`src/rtl/pcm_pkg.sv`:
```
// pcm_pkg: shared PCM widths, sample types and ramp state encoding
package pcm_pkg;
    localparam int PCM_W = 16;
    localparam int VOL_UNITY = 16;
    typedef logic signed [PCM_W-1:0] pcm_t;
    typedef logic signed [PCM_W:0] pcm_delta_t;
    typedef enum logic {IDLE, RAMP} state_t;
endpackage

```
`src/rtl/pcm_ramp.sv`:
```
// pcm_ramp: linear ramp from the current output to a new target over 2^STEP_LOG2 clocks
module pcm_ramp
    import pcm_pkg::*;
#(
    parameter int STEP_LOG2 = 8
) (
    input  logic clk,
    input  logic rst_n,
    input  logic load,
    input  pcm_t target,
    output pcm_t pcm_out,
    output logic busy,
    output logic overrun
);
    localparam int AW = PCM_W + 1 + STEP_LOG2;
    logic signed [AW-1:0] acc, acc_nx;
    pcm_delta_t delta;
    pcm_t start, pcm_nx;
    logic [STEP_LOG2-1:0] cnt;
    logic last;
    state_t state;
    always_comb begin
        acc_nx = acc + AW'(delta);
        pcm_nx = start + pcm_t'(acc_nx >>> STEP_LOG2);
        last = &cnt;
    end
    always_ff @(posedge clk or negedge rst_n) begin
        if (!rst_n) begin
            acc <= '0;
            delta <= '0;
            start <= '0;
            cnt <= '0;
            state <= IDLE;
            pcm_out <= '0;
            busy <= 1'b0;
            overrun <= 1'b0;
        end else begin
            overrun <= 1'b0;
            if (load) begin
                start <= pcm_out;
                delta <= pcm_delta_t'(target) - pcm_delta_t'(pcm_out);
                acc <= '0;
                cnt <= '0;
                state <= RAMP;
                busy <= 1'b1;
                overrun <= state == RAMP && !last;
            end else if (state == RAMP) begin
                acc <= acc_nx;
                pcm_out <= pcm_nx;
                cnt <= cnt + 1'b1;
                if (last) begin
                    state <= IDLE;
                    busy <= 1'b0;
                end
            end
        end
    end
endmodule

```
`src/rtl/pcm_interp.sv`:
```
// pcm_interp: stereo mixdown, volume gain and clock-rate linear interpolation of PCM samples
module pcm_interp
    import pcm_pkg::*;
#(
    parameter int STEP_LOG2 = 8
) (
    input  logic       clk,
    input  logic       rst_n,
    input  pcm_t       snd_left,
    input  pcm_t       snd_right,
    input  logic       sample,
    input  logic [4:0] vol,
    input  logic       mute,
    output pcm_t       pcm_out,
    output logic       busy,
    output logic       overrun
);
    pcm_t mix_q, tgt_q, mix_d, tgt_d;
    logic [4:0] v;
    logic v1, v2;
    always_comb begin
        mix_d = pcm_t'((pcm_delta_t'(snd_left) + pcm_delta_t'(snd_right)) >>> 1);
        v = vol > 5'(VOL_UNITY) ? 5'(VOL_UNITY) : vol;
        tgt_d = mute ? '0 : pcm_t'((22'(mix_q) * 22'($signed({1'b0, v}))) >>> 4);
    end
    always_ff @(posedge clk or negedge rst_n) begin
        if (!rst_n) begin
            mix_q <= '0;
            tgt_q <= '0;
            v1 <= 1'b0;
            v2 <= 1'b0;
        end else begin
            v1 <= sample;
            v2 <= v1;
            if (sample) mix_q <= mix_d;
            if (v1) tgt_q <= tgt_d;
        end
    end
    pcm_ramp #(.STEP_LOG2(STEP_LOG2)) u_ramp (
        .clk(clk),
        .rst_n(rst_n),
        .load(v2),
        .target(tgt_q),
        .pcm_out(pcm_out),
        .busy(busy),
        .overrun(overrun)
    );
endmodule

```
`config.mk`:
```
export PLATFORM = sky130hd
export DESIGN_NAME = pcm_interp
export DESIGN_NICKNAME = d
export VERILOG_FILES = /design/src/rtl/pcm_pkg.sv /design/src/rtl/pcm_ramp.sv /design/src/rtl/pcm_interp.sv
export SDC_FILE = /design/constraint.sdc
export NUM_CORES = 1
export LEC_CHECK = 0
export ABC_AREA = 1
export CAP_MARGIN = 15
export CELL_PAD_IN_SITES_DETAIL_PLACEMENT = 0
export CELL_PAD_IN_SITES_GLOBAL_PLACEMENT = 1
export CORE_MARGIN = 3
export CORE_UTILIZATION = 45
export CTS_BUF_LIST = sky130_fd_sc_hd__clkbuf_2
export CTS_CLUSTER_DIAMETER = 200
export DETAILED_ROUTE_END_ITERATION = 16
export DONT_BUFFER_PORTS = 1
export PLACE_DENSITY_LB_ADDON = 0.1
export SKIP_CTS_REPAIR_TIMING = 1
export SYNTH_ARGS = -nofsm -noshare
export SYNTH_HDL_FRONTEND = slang
export SYNTH_SLANG_ARGS = --single-unit
```
`constraint.sdc`:
```
create_clock -name clk -period 3.79 [get_ports clk]
set_input_delay 1.137 -clock clk [delete_from_list [all_inputs] [get_ports clk]]
set_output_delay 1.137 -clock clk [all_outputs]
set_load 0.05 [all_outputs]
```
==> impl_metrics.json, run 1 <==
{
  "path_buf_inv": 4,
  "synthArstFlopShare_pct": 100,
  "yosysWarnings": 0,
  "ios": 59,
  "drv_slew": 0,
  "insertion_delay_ns": 0.72,
  "met2_usage_pct": 40.6,
  "synth_top_area_cell": "dfrtp_1",
  "path_clk_slew_ns": 0.22,
  "period_share_pct": 96.0,
  "placed_area_sq_um": 11700,
  "cts_buffers": 17,
  "grt_use_total_pct": 22.4,
  "vdd_ir_drop_max_mv": 0.398,
  "worst_slack_ns": 0.153,
  "antenna_found_initial": 1,
  "grt_use_met1_pct": 27.6,
  "timing.critical_path.mode_cell": "fa_1",
  "totalWireLength_mm": 27.8,
  "setup_violations": 0,
  "reg2reg_to": "tgt_q[6]$_DFFE_PN0P_",
  "start_util_pct": 46.5,
  "startpoint_type": "primary input",
  "holdCritPathClass": "primary input to asynchronous set/reset pin",
  "place.gp.congestion": 0.856,
  "rrSetupSlack_ns": 0.22,
  "finalClockSkew_ns": 0.0482,
  "yosys.area.top_type_share_pct": 27.5,
  "fp-row-count": 55,
  "nets": 1691,
  "synth.ff_latch_count": 118,
  "synth.yosys.seq_area_share_pct": 27.5,
  "synth_cell_types": 55,
  "fin_crit_ns": 3.64,
  "pre_cts_ws_ns": -0.598,
  "synth_commonest_cells": "347 x nand2_1, 233 x inv_1, 137 x nor2_1",
  "finalHoldViolCount": 0,
  "max_freq_mhz": 275,
  "firstDrtPassIters": 5,
  "root_buffer": "clkbuf_2",
  "rr_worst_depth": 14,
  "outcome": "completed",
  "cap_violations": 0,
  "drtAntennaViolNets": 0,
  "dieArea_sq_um": 25700,
  "netlist_top_cells_area": "dfrtp_1 28%, nand2_1 12%, ha_1 12%",
  "cts_tree": "built",
  "grt_pass1_vias": 9399,
  "drt_iter0_markers": 436,
  "critPathMaxFanout": 17,
  "overflow": 0,
  "drc": 0,
  "grt_max_degree": 119,
  "slowest_stage": "fa_1",
  "nFillCells": 2359,
  "worstPathRequired_ns": 4.40,
  "multi_input_area_sq_um": 7130,
  "grt_first_pass_wirelength_mm": 46.7,
  "yosysMostFrequentCell": "nand2_1",
  "r2r_start": "mix_q[7]$_DFFE_PN0P_",
  "synth_ff_type": "dfrtp_1",
  "power_density_nw_per_um2": 840,
  "viasPerCell": 5.09,
  "fp.dieW_um": 160,
  "worst_setup_path_end_kind": "flip-flop",
  "netlist_area_sq_um": 10700,
  "drive_above_1_share_pct": 12.5,
  "criticalPathCategory": "primary input to flip-flop",
  "clock-sinks": 118,
  "tightest_slew_ns": 0.998,
  "synth_edf_count": 0,
  "clockBufferDepth": 2,
  "power_uw": 10100,
  "crit_arrival_ns": 4.25,
  "io_buffers": 0,
  "register_area_sq_um": 2950,
  "vias": 9291,
  "top_usage_layer": "met2",
  "rsz0062_at_grt": "no",
  "crit_start": "vol[4]",
  "core-area_sq_um": 23100,
  "final_cell_area_sq_um": 12100,
  "synth_nets": 1645,
  "avgSynthCellArea_sq_um": 7.40,
  "syn_inst": 1451,
  "syn_to_final_growth_pct": 12.4,
  "hpwl_mm": 22.1,
  "slew_headroom_pct": 33.4,
  "p_leak_uw": 0.00634,
  "crit_family": "adder cells",
  "max_stage_delay_ns": 0.56,
  "cp_cell_sequence": "inv_12 -> nand2_4 -> inv_4 -> nand2_2 -> fa_1 -> fa_1 -> fa_1 -> inv_2 -> ha_4 -> inv_1 -> nor3_1 -> a21o_1 -> nand3_1 -> nand2_1 -> a21oi_1 -> o21ai_1 -> nand2_1",
  "dieHeight_um": 160,
  "grt_use_met3_pct": 2.97,
  "routedWlPerCell_um": 15.3,
  "htree_levels": 4
}
==> state kept, by name, summed over array words and instances, names as in the netlist <==
signal / cells
u_ramp.acc: 24
u_ramp.delta: 17
mix_q: 16
tgt_q: 16
u_ramp.pcm_out: 16
u_ramp.start: 16
u_ramp.cnt: 8
u_ramp.busy: 1
u_ramp.overrun: 1
u_ramp.state: 1
v1: 1
v2: 1
==> how the worst max path moves through the flow <==
stage / end / slack [ns] / depth (start not counted)
after detailed placement: tgt_q[14]$_DFFE_PN0P_ / -0.60 / 17
final: tgt_q[13]$_DFFE_PN0P_ / 0.15 / 17
after CTS: u_ramp.pcm_out[15]$_DFFE_PN0P_ / 0.15 / 23
after floorplan: tgt_q[5]$_DFFE_PN0P_ / -0.57 / 16
after global placement: tgt_q[13]$_DFFE_PN0P_ / -0.56 / 17
after global routing: tgt_q[13]$_DFFE_PN0P_ / 0.003 / 17
==> worst reg2reg max path: cells and delay by family (launching register included) <==
kind | cells | cell delay [ns]
AND/OR/NAND/NOR | 4 | 0.47
buffers and inverters | 3 | 0.30
adder cells (fa/ha/maj) | 4 | 1.76
flip-flops | 1 | 0.45
AO/OA/AOI/OAI | 3 | 0.51
==> layer usage <==
layer | routed length [um] | up-vias
met5 | 0 | -
met1 | 12200 | 4388
met3 | 635 | 35
li1 | - | 4752
met4 | 671 | 0
met2 | 14300 | 116
==> where the power goes <==
group	switching [uW]	internal (uW)
clock	565	311
sequential	676	1710
combinational	4130	2740
total	5370	4760
==> stage by stage <==
stage	std cells	hold slack [ns]	util, %	TNS (ns)
finish	1824	0.0957	52.3	0
CTS	1822	0.0101	52.0	0
global placement	1790	0.464	50.9	-6.56
detailed placement	1790	0.470	50.9	-7.08
floorplan	1451	0.402	-	-5.51
global route	1824	0.000302	52.3	0
==> placed cells by master, fill, tap and decap left out, drive strengths merged, types with 15 or more instances in the layout <==
cell,n
nand2,356
inv,242
nor2,141
dfrtp,118
o21ai,116
ha,103
a21oi,84
nand3,69
buf,54
fa,50
xnor2,21
xor2,20
clkbuf,18
nor3,15
==> layout make-up <==
| type | count | share of cell area [%] |
|---|---|---|
| sequential | 118 | 24.5 |
| antenna | 1 | 0.0208 |
| inverter | 238 | 7.53 |
| tap | 313 | 3.25 |
| clock inverter | 14 | 1.23 |
| multi-input combinational | 1068 | 59.1 |
| clock buffer | 18 | 0.747 |
| timing repair buffer | 54 | 3.63 |
==> kinds of logic (layout without fill, tap and decap cells) <==
logic type | Yosys count | count (layout) | share of synthesized area [%]
XOR/XNOR | 41 | 41 | 3.35
buffers and inverters | 265 | 324 | 9.47
flip-flops | 118 | 118 | 27.5
adder cells (fa/ha/maj) | 153 | 153 | 21.3
other | 0 | 1 | 0
AO/OA/AOI/OAI | 260 | 260 | 13.9
AND/OR/NAND/NOR | 614 | 614 | 24.4
Note: power is estimated with default switching activity, not from simulation.
==> run 2, diff against run 1 <==
--- a/config.mk
+++ b/config.mk
@@ -6,7 +6,6 @@
 export NUM_CORES = 1
 export LEC_CHECK = 0
 export ABC_AREA = 1
-export CAP_MARGIN = 15
 export CELL_PAD_IN_SITES_DETAIL_PLACEMENT = 0
 export CELL_PAD_IN_SITES_GLOBAL_PLACEMENT = 1
 export CORE_MARGIN = 3
==> constraint.sdc (replaced) <==
create_clock -name clk -period 4.4 [get_ports clk]
set_input_delay 1.32 -clock clk [delete_from_list [all_inputs] [get_ports clk]]
set_output_delay 1.32 -clock clk [all_outputs]
set_load 0.05 [all_outputs]
==> run 2 against run 1 <==
  * Clock skew is 0.0094 ns lower
  * Sequential cell count stayed put
  * Design area shrank 1.7%
  * Cell count is 0.71% lower
  * Combinational power shrank 18%
  * Clock-buffer cell count shrank 1
  * Critical endpoint is now tgt_q[15]$_DFFE_PN0P_
==> impl_metrics.json, run 2 (synthesized netlist as in run 1, its figures left out) <==
{
  "outcome": "completed",
  "clock-sinks": 118,
  "path_clk_slew_ns": 0.23,
  "switching_share_pct": 53.8,
  "insertion_delay_ns": 0.70,
  "io_buffers": 0,
  "holdCritPathClass": "primary input to asynchronous set/reset pin",
  "place.gp.congestion": 0.871,
  "drive_above_1_share_pct": 10.4,
  "grt_max_degree": 119,
  "route.met3.wl_um": 609,
  "wl_met1_mm": 12.0,
  "setup_violations": 0,
  "critPathMaxFanout": 17,
  "viasPerCell": 5.07,
  "routedWlPerCell_um": 15.2,
  "cap_violations": 0,
  "intPower_uw": 3890,
  "final_cell_mix": "345 x nand2_1, 229 x inv_1, 118 x dfrtp_1",
  "finalHoldViolCount": 0,
  "worstPathRequired_ns": 5.01,
  "register_area_sq_um": 2950,
  "top_register": "u_ramp.acc",
  "drtAntennaViolNets": 0,
  "grt_pass1_vias": 9358,
  "startpoint_type": "primary input",
  "totalWireLength_mm": 27.5,
  "dieArea_sq_um": 25700,
  "largestRegisters": "u_ramp.acc: 24 flops, u_ramp.delta: 17 flops",
  "worst_setup_path_end_kind": "flip-flop",
  "route.met2.wl_mm": 14.4,
  "pre_cts_ws_ns": -0.203,
  "power_density_nw_per_um2": 710,
  "htree_levels": 4,
  "fp-row-count": 55,
  "clockBufferDepth": 2,
  "comb_power_share_pct": 67.1,
  "nets": 1678,
  "worst_slack_ns": 0.517,
  "drc": 0,
  "fin_crit_ns": 3.88,
  "power_uw": 8420,
  "core-area_sq_um": 23100,
  "cts_tree": "built",
  "drv_slew": 0,
  "p_switching_uw": 4530,
  "antenna_found_initial": 1,
  "hpwl_mm": 22.1,
  "dieHeight_um": 160,
  "clockPowerShare_pct": 8.4,
  "overflow": 0,
  "fin_cells": 1811,
  "crit_arrival_ns": 4.50,
  "final_cell_area_sq_um": 11900,
  "final_common_cell": "nand2_1",
  "multi_input_area_sq_um": 7050,
  "fp.dieW_um": 160,
  "cts_buffers": 17,
  "place_inst": 1778,
  "tightest_slew_ns": 0.993,
  "rsz0062_at_grt": "no",
  "root_buffer": "clkbuf_2",
  "firstDrtPassIters": 7,
  "start_util_pct": 46.5,
  "drt_iter0_markers": 387,
  "ios": 59,
  "nFillCells": 2343,
  "slew_headroom_pct": 33.8,
  "sequentialPowerShare_pct": 24.5,
  "placed_area_sq_um": 11600,
  "dr.max_layer_used": "met4",
  "vias": 9185,
  "grt_use_total_pct": 22.2,
  "finalClockSkew_ns": 0.0387,
  "criticalPathCategory": "primary input to flip-flop",
  "max_freq_mhz": 258,
  "largest_register_ffs": 24,
  "grt_first_pass_wirelength_mm": 46.5,
  "syn_to_final_growth_pct": 10.5,
  "vdd_ir_drop_max_mv": 0.334,
  "p_leak_uw": 0.00624,
  "period_share_pct": 88.2
}
[run 2: stage by stage]
stage,hold slack [ns],TNS [ns],util (%)
6_report,0.266,0,51.4
2_1_floorplan,0.402,-0.608,-
3_5_place_dp,0.470,-1.35,50.4
4_1_cts,0.198,0,51.4
3_3_place_gp,0.465,-0.823,50.4
5_1_grt,0.146,0,51.4
[run 2: area by class of cell]
type,instances,area share [%]
clock inverter,15,1.22
antenna,1,0.0211
tap,313,3.30
inverter,238,7.64
timing repair buffer,41,2.70
sequential,118,24.9
clock buffer,17,0.718
multi-input combinational,1068,59.5
[run 2: path summary, 6_finish.rpt]
path,slack (ns),cells after the start,end,start
worst min register to register,0.51,2,u_ramp.start[0]$_DFFE_PN0P_,u_ramp.start[0]$_DFFE_PN0P_
worst max register to register,0.62,17,u_ramp.pcm_out[15]$_DFFE_PN0P_,u_ramp.delta[16]$_DFFE_PN0P_
min in group clk,0.51,2,u_ramp.start[0]$_DFFE_PN0P_,u_ramp.start[0]$_DFFE_PN0P_
worst min-delay path,0.27,0,u_ramp.pcm_out[15]$_DFFE_PN0P_,rst_n
max in group asynchronous,3.95,0,tgt_q[11]$_DFFE_PN0P_,rst_n
worst max-delay path,0.52,19,tgt_q[15]$_DFFE_PN0P_,vol[4]
[run 2: routing by layer]
layer	GRT usage, %	vias up
li1	-	4730
met1	27.2	4310
met2	41.1	123
met3	3.10	22
met4	5.29	0
met5	0	-
[run 2: critical path: stages]
cell	delay, ns
inv_12	0.06
nand2_8	0.10
inv_1	0.13
nand2_1	0.09
fa_1	0.52
inv_1	0.05
ha_1	0.31
fa_1	0.57
inv_1	0.07
fa_2	0.39
inv_2	0.06
nand3_1	0.06
nand2_1	0.09
nand4_1	0.08
nand2_1	0.13
nand3_1	0.11
nand4_1	0.11
o21ai_0	0.08
o21ai_0	0.16
[run 2: power by group through the flow]
stage | clock network [uW] | registers (uW) | logic, uW
3_5_place_dp | 0 | 2090 | 5660
3_3_place_gp | 0 | 2080 | 5630
6_report | 704 | 2060 | 5650
2_1_floorplan | 0 | 1950 | 4240
4_1_cts | 734 | 2070 | 5700
5_1_grt | 785 | 2110 | 6440
==> run 3, diff against run 2 <==
--- a/config.mk
+++ b/config.mk
@@ -18,4 +18,5 @@
 export SKIP_CTS_REPAIR_TIMING = 1
 export SYNTH_ARGS = -nofsm -noshare
 export SYNTH_HDL_FRONTEND = slang
+export SYNTH_HIERARCHICAL = 1
 export SYNTH_SLANG_ARGS = --single-unit
==> run 3 against run 2 <==
  * Die area is 1.8% higher
  * First-iteration DRC count is 9.3% higher
  * Register-to-register slack worse by 0.06 ns
  * Sequential share of layout area is 0.41 points lower
  * Maximum frequency is 1.7% lower
  * Routed wire length is 3.4% higher
  * Cell count is 3.4% higher
  * Via count is 3.8% higher
==> impl_metrics.json, run 3 <==
{
  "period_share_pct": 89.7,
  "dieHeight_um": 162,
  "firstDrtPassIters": 5,
  "crit_arrival_ns": 4.52,
  "setup_violations": 0,
  "synth_top_area_cell": "dfrtp_1",
  "viasPerCell": 5.09,
  "overflow": 0,
  "criticalPathCategory": "primary input to flip-flop",
  "syn_inst": 1506,
  "grt_max_degree": 119,
  "setup-tns-final_ns": 0,
  "power_uw": 9040,
  "root_buffer": "clkbuf_2",
  "netlist_top_cells_area": "dfrtp_1 27%, nand2_1 13%, ha_1 12%",
  "worstPathRequired_ns": 4.97,
  "vdd_ir_drop_max_mv": 0.334,
  "finalClockSkew_ns": 0.0507,
  "start_util_pct": 46.2,
  "rr_worst_depth": 19,
  "final_common_cell": "nand2_1",
  "largestRegisters": "u_ramp/acc: 24 flops, u_ramp/delta: 17 flops",
  "final_cell_mix": "360 x nand2_1, 237 x inv_1, 120 x nor2_1",
  "place.gp.congestion": 0.881,
  "grt_pass1_vias": 9632,
  "dieArea_sq_um": 26200,
  "slew_headroom_pct": 42.7,
  "fp.dieW_um": 162,
  "startpoint_type": "primary input",
  "insertion_delay_ns": 0.69,
  "clock-sinks": 118,
  "grt_use_total_pct": 22.7,
  "finalHoldViolCount": 0,
  "yosysMostFrequentCell": "nand2_1",
  "cts_tree": "built",
  "outcome": "completed",
  "cts_buffers": 17,
  "worst_setup_path_end_kind": "flip-flop",
  "yosys.area.top_type_share_pct": 27.0,
  "antenna_found_initial": 1,
  "reg2reg_to": "u_ramp/pcm_out[12]$_DFFE_PN0P_",
  "hpwl_mm": 23.2,
  "rrSetupSlack_ns": 0.56,
  "synth_cell_types": 51,
  "synth_ff_type": "dfrtp_1",
  "nets": 1736,
  "top_register": "u_ramp/acc",
  "synth_nets": 1702,
  "path_clk_slew_ns": 0.23,
  "clockBufferDepth": 2,
  "synth.ff_latch_count": 118,
  "synth_commonest_cells": "368 x nand2_1, 244 x inv_1, 129 x nor2_1",
  "routedWlPerCell_um": 15.2,
  "drt_iter0_markers": 423,
  "synth.yosys.seq_area_share_pct": 27.0,
  "largest_register_ffs": 24,
  "max_freq_mhz": 253,
  "drv_slew": 0,
  "core-area_sq_um": 23700,
  "rsz0062_at_grt": "no",
  "synth_edf_count": 0,
  "holdCritPathClass": "primary input to asynchronous set/reset pin",
  "p_leak_uw": 0.00633,
  "htree_levels": 4,
  "syn_to_final_growth_pct": 10.2,
  "power_density_nw_per_um2": 750,
  "ios": 59,
  "r2r_start": "u_ramp/delta[5]$_DFFE_PN0P_",
  "cap_violations": 0,
  "io_buffers": 0,
  "drtAntennaViolNets": 0,
  "fp-row-count": 56,
  "grt_first_pass_wirelength_mm": 48.1,
  "nFillCells": 2458,
  "drive_above_1_share_pct": 10.5,
  "fin_crit_ns": 3.95,
  "avgSynthCellArea_sq_um": 7.26,
  "tightest_slew_ns": 0.859,
  "drc": 0,
  "totalWireLength_mm": 28.5,
  "netlist_area_sq_um": 10900,
  "synthArstFlopShare_pct": 100,
  "critPathMaxFanout": 6,
  "vias": 9532,
  "yosysWarnings": 6,
  "postLayoutCoreUtil_pct": 50.9
}
-- run 3: changes by cell type after synthesis, sizes merged, moves of 6 or more --
cell and change:
nand3 +17, a31oi +8, inv +11, a21o -8, a21oi +16, nand2 +21
o21bai -6, nand4 +6
-- run 3: per-stage QoR --
step | setup WS (ns) | cells | cell area (sq um) | hold WS (ns)
after global placement | -0.242 | 1840 | 11800 | 0.379
after detailed placement | -0.277 | 1840 | 11800 | 0.386
after global routing | 0.224 | 1872 | 12100 | 0.158
after CTS | 0.492 | 1871 | 12100 | 0.181
final | 0.451 | 1872 | 12100 | 0.282
after floorplan | -0.0819 | 1506 | 11200 | 0.373
-- run 3: worst max-delay path by stage --
stage / start / endpoint / slack, ns / cells after the start
6_report: vol[0] / tgt_q[15]$_DFFE_PN0P_ / 0.45 / 22
5_1_grt: u_ramp/delta[5]$_DFFE_PN0P_ / u_ramp/pcm_out[12]$_DFFE_PN0P_ / 0.22 / 19
4_1_cts: vol[4] / tgt_q[6]$_DFFE_PN0P_ / 0.49 / 17
3_5_place_dp: vol[4] / tgt_q[6]$_DFFE_PN0P_ / -0.28 / 17
3_3_place_gp: vol[0] / tgt_q[15]$_DFFE_PN0P_ / -0.24 / 20
2_1_floorplan: vol[4] / tgt_q[14]$_DFFE_PN0P_ / -0.08 / 22
-- run 3: where the power goes --
part / switching, uW / internal [uW]
Clock: 469 / 263
Sequential: 595 / 1480
Combinational: 3870 / 2360
-- run 3: critical path, cell delays in order --
cell and delay [ns]:
inv_1 0.04, nor2_4 0.12, inv_2 0.10, nor2_4 0.19, inv_2 0.06, fa_1 0.53, inv_1 0.05, fa_1 0.47
inv_1 0.05, fa_1 0.49, inv_2 0.05, ha_4 0.27, nand2_1 0.10, inv_1 0.11, nand3_2 0.09, inv_1 0.06
nand2_1 0.05, nand3_1 0.09, nand2b_1 0.11, nand2_1 0.05, nand3_1 0.09, nand2_1 0.06
-- run 3: cell families after synthesis --
group / synth area share [%]
AND/OR/NAND/NOR: 26.3
adder cells (fa/ha/maj): 21.2
XOR/XNOR: 2.87
buffers and inverters: 9.61
flip-flops: 27.0
AO/OA/AOI/OAI: 13.1
-- run 3: area by class of cell --
class / count / area [sq um] / area share, %
well taps: 319 / 399 / 3.31
multi-input cells: 1113 / 7190 / 59.6
inverters: 250 / 943 / 7.82
diodes: 1 / 2.50 / 0.0208
flip-flops and latches: 118 / 2950 / 24.5
clock inverters: 14 / 150 / 1.25
clock buffers: 17 / 85.1 / 0.706
repair buffers: 40 / 338 / 2.80
-- run 3: routing by layer --
layer / routed length [um] / share of wire [%] / GRT usage (%) / vias to the layer above
li1: - / - / - / 4923
met1: 12700 / 45 / 27.9 / 4476
met2: 14400 / 51 / 41.6 / 108
met3: 770 / 2.7 / 3.70 / 25
met4: 505 / 1.8 / 5.62 / 0
met5: 0 / 0 / 0 / -
